File: src/rtl/counter_seq_ctrl_pkg.sv
// Shared types and constants for the counter sequencing controller.
package counter_pkg;

    localparam int DEF_WIDTH = 3;

    typedef enum logic [1:0] {
        ST_IDLE = 2'b00,
        ST_RUN  = 2'b01,
        ST_HOLD = 2'b10,
        ST_DONE = 2'b11
    } state_t;

endpackage

File: src/rtl/counter_seq_ctrl_if.sv
// Control/status bundle between a controlling agent and counter_seq_ctrl.
interface counter_seq_ctrl_if #(
    parameter int WIDTH = counter_pkg::DEF_WIDTH
);
    logic             start;
    logic             stop;
    logic             pause;
    logic             oneshot;
    logic             down;
    logic [WIDTH-1:0] period;
    logic [WIDTH-1:0] out;
    logic             busy;
    logic             tc;
    logic             done;

    modport master (
        output start, stop, pause, oneshot, down, period,
        input  out, busy, tc, done
    );

    modport slave (
        input  start, stop, pause, oneshot, down, period,
        output out, busy, tc, done
    );
endinterface

File: src/rtl/counter_seq_ctrl_core.sv
// Plain loadable up/down counter; load takes precedence over counting.
module counter_core #(
    parameter int WIDTH = counter_pkg::DEF_WIDTH
) (
    input  logic             clk,
    input  logic             Rst,
    input  logic             load,
    input  logic [WIDTH-1:0] load_val,
    input  logic             en,
    input  logic             dir,
    output logic [WIDTH-1:0] out
);
    logic [WIDTH-1:0] out_q;
    logic [WIDTH-1:0] out_d;

    always_comb begin
        out_d = out_q;
        if (load) begin
            out_d = load_val;
        end else if (en) begin
            out_d = dir ? out_q - WIDTH'(1) : out_q + WIDTH'(1);
        end
    end

    always_ff @(posedge clk) begin
        if (Rst) begin
            out_q <= '0;
        end else begin
            out_q <= out_d;
        end
    end

    assign out = out_q;
endmodule

File: src/rtl/counter_seq_ctrl.sv
// Start/pause/resume/stop sequencer around counter_core with latched period and mode.
module counter_seq_ctrl
    import counter_pkg::*;
#(
    parameter int WIDTH = DEF_WIDTH
) (
    input  logic              clk,
    input  logic              Rst,
    counter_seq_ctrl_if.slave bus
);
    state_t           state_q, state_d;
    logic [WIDTH-1:0] period_q, period_d;
    logic             oneshot_q, oneshot_d;
    logic             down_q, down_d;

    logic             load;
    logic [WIDTH-1:0] load_val;
    logic             en;
    logic [WIDTH-1:0] count;
    logic [WIDTH-1:0] term;
    logic             at_term;

    assign term    = down_q ? '0 : period_q;
    assign at_term = (count == term);

    always_comb begin
        state_d   = state_q;
        period_d  = period_q;
        oneshot_d = oneshot_q;
        down_d    = down_q;
        load      = 1'b0;
        load_val  = '0;
        en        = 1'b0;

        unique case (state_q)
            ST_IDLE: begin
                // Keep the count pinned at zero while idle; start overrides the load value.
                load = 1'b1;
                if (bus.start && !bus.stop) begin
                    state_d   = ST_RUN;
                    period_d  = bus.period;
                    oneshot_d = bus.oneshot;
                    down_d    = bus.down;
                    load_val  = bus.down ? bus.period : '0;
                end
            end
            ST_RUN: begin
                if (bus.stop) begin
                    state_d = ST_IDLE;
                    load    = 1'b1;
                end else if (bus.pause) begin
                    state_d = ST_HOLD;
                end else if (at_term) begin
                    if (oneshot_q) begin
                        state_d = ST_DONE;
                    end else begin
                        load     = 1'b1;
                        load_val = down_q ? period_q : '0;
                    end
                end else begin
                    en = 1'b1;
                end
            end
            ST_HOLD: begin
                if (bus.stop) begin
                    state_d = ST_IDLE;
                    load    = 1'b1;
                end else if (!bus.pause && bus.start) begin
                    state_d = ST_RUN;
                end
            end
            ST_DONE: begin
                state_d = ST_IDLE;
                load    = 1'b1;
            end
            default: begin
                state_d = ST_IDLE;
                load    = 1'b1;
            end
        endcase
    end

    always_ff @(posedge clk) begin
        if (Rst) begin
            state_q   <= ST_IDLE;
            period_q  <= '0;
            oneshot_q <= 1'b0;
            down_q    <= 1'b0;
        end else begin
            state_q   <= state_d;
            period_q  <= period_d;
            oneshot_q <= oneshot_d;
            down_q    <= down_d;
        end
    end

    counter_core #(.WIDTH(WIDTH)) u_core (
        .clk      (clk),
        .Rst      (Rst),
        .load     (load),
        .load_val (load_val),
        .en       (en),
        .dir      (down_q),
        .out      (count)
    );

    assign bus.out  = count;
    assign bus.busy = (state_q == ST_RUN) || (state_q == ST_HOLD);
    assign bus.tc   = (state_q == ST_RUN) && at_term;
    assign bus.done = (state_q == ST_DONE);
endmodule
File: src/flat_wrapper.sv
// flat-port wrapper written by rule: the top's interface ports become plain ports
module counter_seq_ctrl_flat import counter_pkg::*;
#(
    parameter int WIDTH = DEF_WIDTH
)
  (clk, Rst, bus_start, bus_stop, bus_pause, bus_oneshot, bus_down, bus_period, bus_out, bus_busy, bus_tc, bus_done);
  counter_seq_ctrl_if #(.WIDTH(WIDTH)) bus_i ();
  input  logic clk;
  input  logic Rst;
  input wire logic [$bits(bus_i.start)-1:0] bus_start;
  input wire logic [$bits(bus_i.stop)-1:0] bus_stop;
  input wire logic [$bits(bus_i.pause)-1:0] bus_pause;
  input wire logic [$bits(bus_i.oneshot)-1:0] bus_oneshot;
  input wire logic [$bits(bus_i.down)-1:0] bus_down;
  input wire logic [$bits(bus_i.period)-1:0] bus_period;
  output wire logic [$bits(bus_i.out)-1:0] bus_out;
  output wire logic [$bits(bus_i.busy)-1:0] bus_busy;
  output wire logic [$bits(bus_i.tc)-1:0] bus_tc;
  output wire logic [$bits(bus_i.done)-1:0] bus_done;
  assign bus_i.start = bus_start;
  assign bus_i.stop = bus_stop;
  assign bus_i.pause = bus_pause;
  assign bus_i.oneshot = bus_oneshot;
  assign bus_i.down = bus_down;
  assign bus_i.period = bus_period;
  assign bus_out = bus_i.out;
  assign bus_busy = bus_i.busy;
  assign bus_tc = bus_i.tc;
  assign bus_done = bus_i.done;
  counter_seq_ctrl #(.WIDTH(WIDTH)) u_core (.clk(clk), .Rst(Rst), .bus(bus_i));
endmodule
File: config.mk
export PLATFORM = sky130hd
export DESIGN_NAME = counter_seq_ctrl_flat
export DESIGN_NICKNAME = d
export VERILOG_FILES = /design/src/rtl/counter_seq_ctrl_pkg.sv /design/src/rtl/counter_seq_ctrl_if.sv /design/src/rtl/counter_seq_ctrl_core.sv /design/src/rtl/counter_seq_ctrl.sv /design/src/flat_wrapper.sv
export SDC_FILE = /design/constraint.sdc
export NUM_CORES = 1
export LEC_CHECK = 0
export ABC_AREA = 1
export CAP_MARGIN = 15
export CORE_ASPECT_RATIO = 0.7
export CORE_MARGIN = 1.5
export CORE_UTILIZATION = 33
export CTS_CLUSTER_SIZE = 24
export DETAILED_ROUTE_END_ITERATION = 8
export HOLD_SLACK_MARGIN = 0.15
export PLACE_DENSITY = 0.62
export SYNTH_ARGS = -nofsm -noshare
export SYNTH_HDL_FRONTEND = slang
export SYNTH_SLANG_ARGS = --single-unit
File: constraint.sdc
create_clock -name clk -period 2.3 [get_ports clk]
set_clock_uncertainty 0.05 [all_clocks]
set_input_delay 0.46 -clock clk [delete_from_list [all_inputs] [get_ports clk]]
set_output_delay 0.46 -clock clk [all_outputs]
set_load 0.01 [all_outputs]
==> summary.md <==
| Metric | Value |
|---|---|
| Largest family of logic cells by synthesized area | simple AND/OR/NAND/NOR gates |
| WP data arrival | 1560 ps |
| Setup Viol. Count Final | 0 |
| Slew headroom | 73.9% |
| # H-tree levels | 1 |
| CTS root buffer | clkbuf_4 |
| Starting Density | 34.9% |
| Final #Nets | 156 |
| Post-route setup slack | 225 ps |
| Synth area leader | dfxtp_1 |
| Worst-path cell chain | inv_1, ha_1, clkdlybuf4s50_1 |
| Number of global-route vias before repair | 721 |
| Grt total ovfl | 0 |
| Worst hold-check path type | reg2reg |
| Row count | 14 |
| Critical Path RT | 1790 ps |
| Final min period | 2070 ps |
| Outcome | completed |
| Pre-CTS WS | 273 ps |
| Share of cells above drive strength 1 | 12.2% |
| Top post-synthesis cells by area | dfxtp_1 27%, nand2_1 17%, inv_1 9.6% |
| DRT Wirelength | 1750 um |
| Core area | 2140 um^2 |
| Number of hold buffers added after cts | 0 |
| Hold Vio Cnt, Final | 0 |
| Post-Synthesis Cells | 118 |
| Post-synth EDFFs | 0 |
| P_leak | 0.432 nW |
| Mux cell area share after synthesis | 0% |
| Total global-route track usage | 16.3% |
| XOR/XNOR Fraction of Synth Area | 2.35% |
| I/O Pins | 16 |
| Seq/Total Area, Yosys | 26.8% |
| Die Y-Extent | 42.8 um |
| Maxcap violations | 0 |
| Synth unique cells | 21 |
| Syn Nets | 133 |
| Die X | 59.8 um |
| CTS tree | done |
| Syn_area_per_cell | 6.32 um^2 |
| Fmax | 0.482 GHz |
| PwrDens | 1150 nW/um^2 |
| Largest net degree at the start of global routing | 8 |
| Period utilisation layout | 90.2% |
| Yosys top cell area share | 26.8% |
| CP Launch Type | flop |
| Routed vias/inst | 4.57 |
| Largest fanout on the critical path | 3 |
| Synth Flop Type | dfxtp_1 |
| Utilization after layout | 45.8% |
| Area of the die | 2560 um^2 |
| Clock buffer count from CTS | 3 |
| Top-count cell post-synth | nand2_1 |
| Synth cell count leaders | 33 x nand2_1, 19 x inv_1, 10 x dfxtp_1, 10 x nand3_1 |
| Setup TNS | 0 ps |
| Synth Warn # | 0 |
| Total power draw | 1.13 mW |
| Area grow syn2layout | 31.4% |
| Max Transition Viols Final | 0 |
| Buffers on Ports | 15 |
| CP endpoint kind | output port |
| Router iterations before antenna repair | 4 |
| RSZ-0062 raised after global routing | false |
| Clock-pin slew on the worst setup and hold paths | 70 ps |
| Maximum vdd drop | 0.000331 V |
| Slowest CP cell | clkdlybuf4s50_1 |
| Starting DRT DRC Count | 41 |
| Seq cells post-synth | 10 |
| CTS max path bufs | 2 |
| Clock Latency Late Sink | 280 ps |
| Antenna fix cells | 0 |
| Crit path buf inv count | 2 |
| Dpl hpwl | 1360 um |
| GP Congestion | 0.844 |
| Finished Layout Cells | 171 |
| Crit Path Category | reg2out |
| Cell Area, Synth | 746 um^2 |
| Dpl cells | 166 |
| Global-route wire length before repair | 3150 um |
| Initial antenna violation count | 0 |
| Adder-cell share of the synthesized area | 9.40% |
| Via count | 781 |
| Post-synth ARST share | 0% |
| Cell family with most CP delay | buffers and inverters |
| CP max stage delay | 540 ps |
| CTS sink count | 10 |
| Slew @ Worst Pin | 390 ps |
| Synth Area in Compound Gates | 12.9% |
| Routed Antenna Nets | 0 |
| Number of remaining DRC errors | 0 |
| Post-Synth Simple-Gate Area | 38.4% |
| Wire length per cell | 10.2 um |
power by group:
group / internal, mW / switching [mW]
sequential: 0.226 / 0.0484
combinational: 0.302 / 0.421
clock: 0.0608 / 0.0674
layout by cell type, fill, tap and decap left out, types with 2 or more instances in the layout:
cell and instances:
nand2_1 33, inv_1 18, clkdlybuf4s50_1 14, nand3_1 10, dfxtp_1 10, nor2_1 8, a21oi_1 8, o21ai_0 7
ha_1 4, nand2_2 3, nand4_1 3, nor2_2 3, clkbuf_4 3, buf_4 3, inv_2 2
sequential cells by signal, indices dropped and copies added, names as in the netlist:
register / count
u_core.down_q: 1
u_core.oneshot_q: 1
u_core.period_q: 3
u_core.state_q: 2
u_core.u_core.out: 3
logic make-up (layout without fill, tap and decap cells):
kind of cell,after synthesis,count (layout)
xor+xnor,2,2
simple gates,63,63
compound gates,18,18
buf+inv,20,41
flops,10,10
fa+ha+maj,5,5
timing repair:
item	CTS	global route
resized for setup	2	0
buffers inserted	2	0
setup endpoints to repair	1	0
through the flow:
step | cell area, um^2 | hold WS (ps)
global placement | 943 | 414
CTS | 980 | 431
finish | 980 | 424
global route | 980 | 460
detailed placement | 943 | 420
floorplan | 746 | 390
final cells by class:
cell class	instances	area (um^2)
inverters	20	75.1
well taps	32	40.0
repair buffers	18	171
clock buffers	3	22.5
multi-input cells	88	470
fillers	237	1160
flip-flops and latches	10	200
worst register-to-register path: cells and delay by family, from the launching register on:
family          cells  cell delay, ps
xor+xnor            1             170
buf+inv             3             310
flops               1             390
fa+ha+maj           1             380
simple gates        2              80
compound gates      1             110
routing by layer:
| metal | track usage (%) | up-vias | routed length [um] |
|---|---|---|---|
| met5 | 0 | - | 0 |
| met4 | 4.89 | 0 | 11 |
| met3 | 5.49 | 3 | 107 |
| met2 | 21.7 | 19 | 728 |
| met1 | 24.3 | 342 | 898 |
| li1 | - | 417 | - |
worst paths after layout:
check                         start                    to  slack [ps]  depth (start not counted)
hold reg to reg    u_core.oneshot_q      u_core.oneshot_q         420                          2
hold / removal     u_core.oneshot_q      u_core.oneshot_q         420                          2
setup reg to reg      u_core.down_q  u_core.u_core.out[2]         720                          8
setup / recovery  u_core.state_q[0]              bus_busy         230                          3
(Power assumes the default switching activity.)
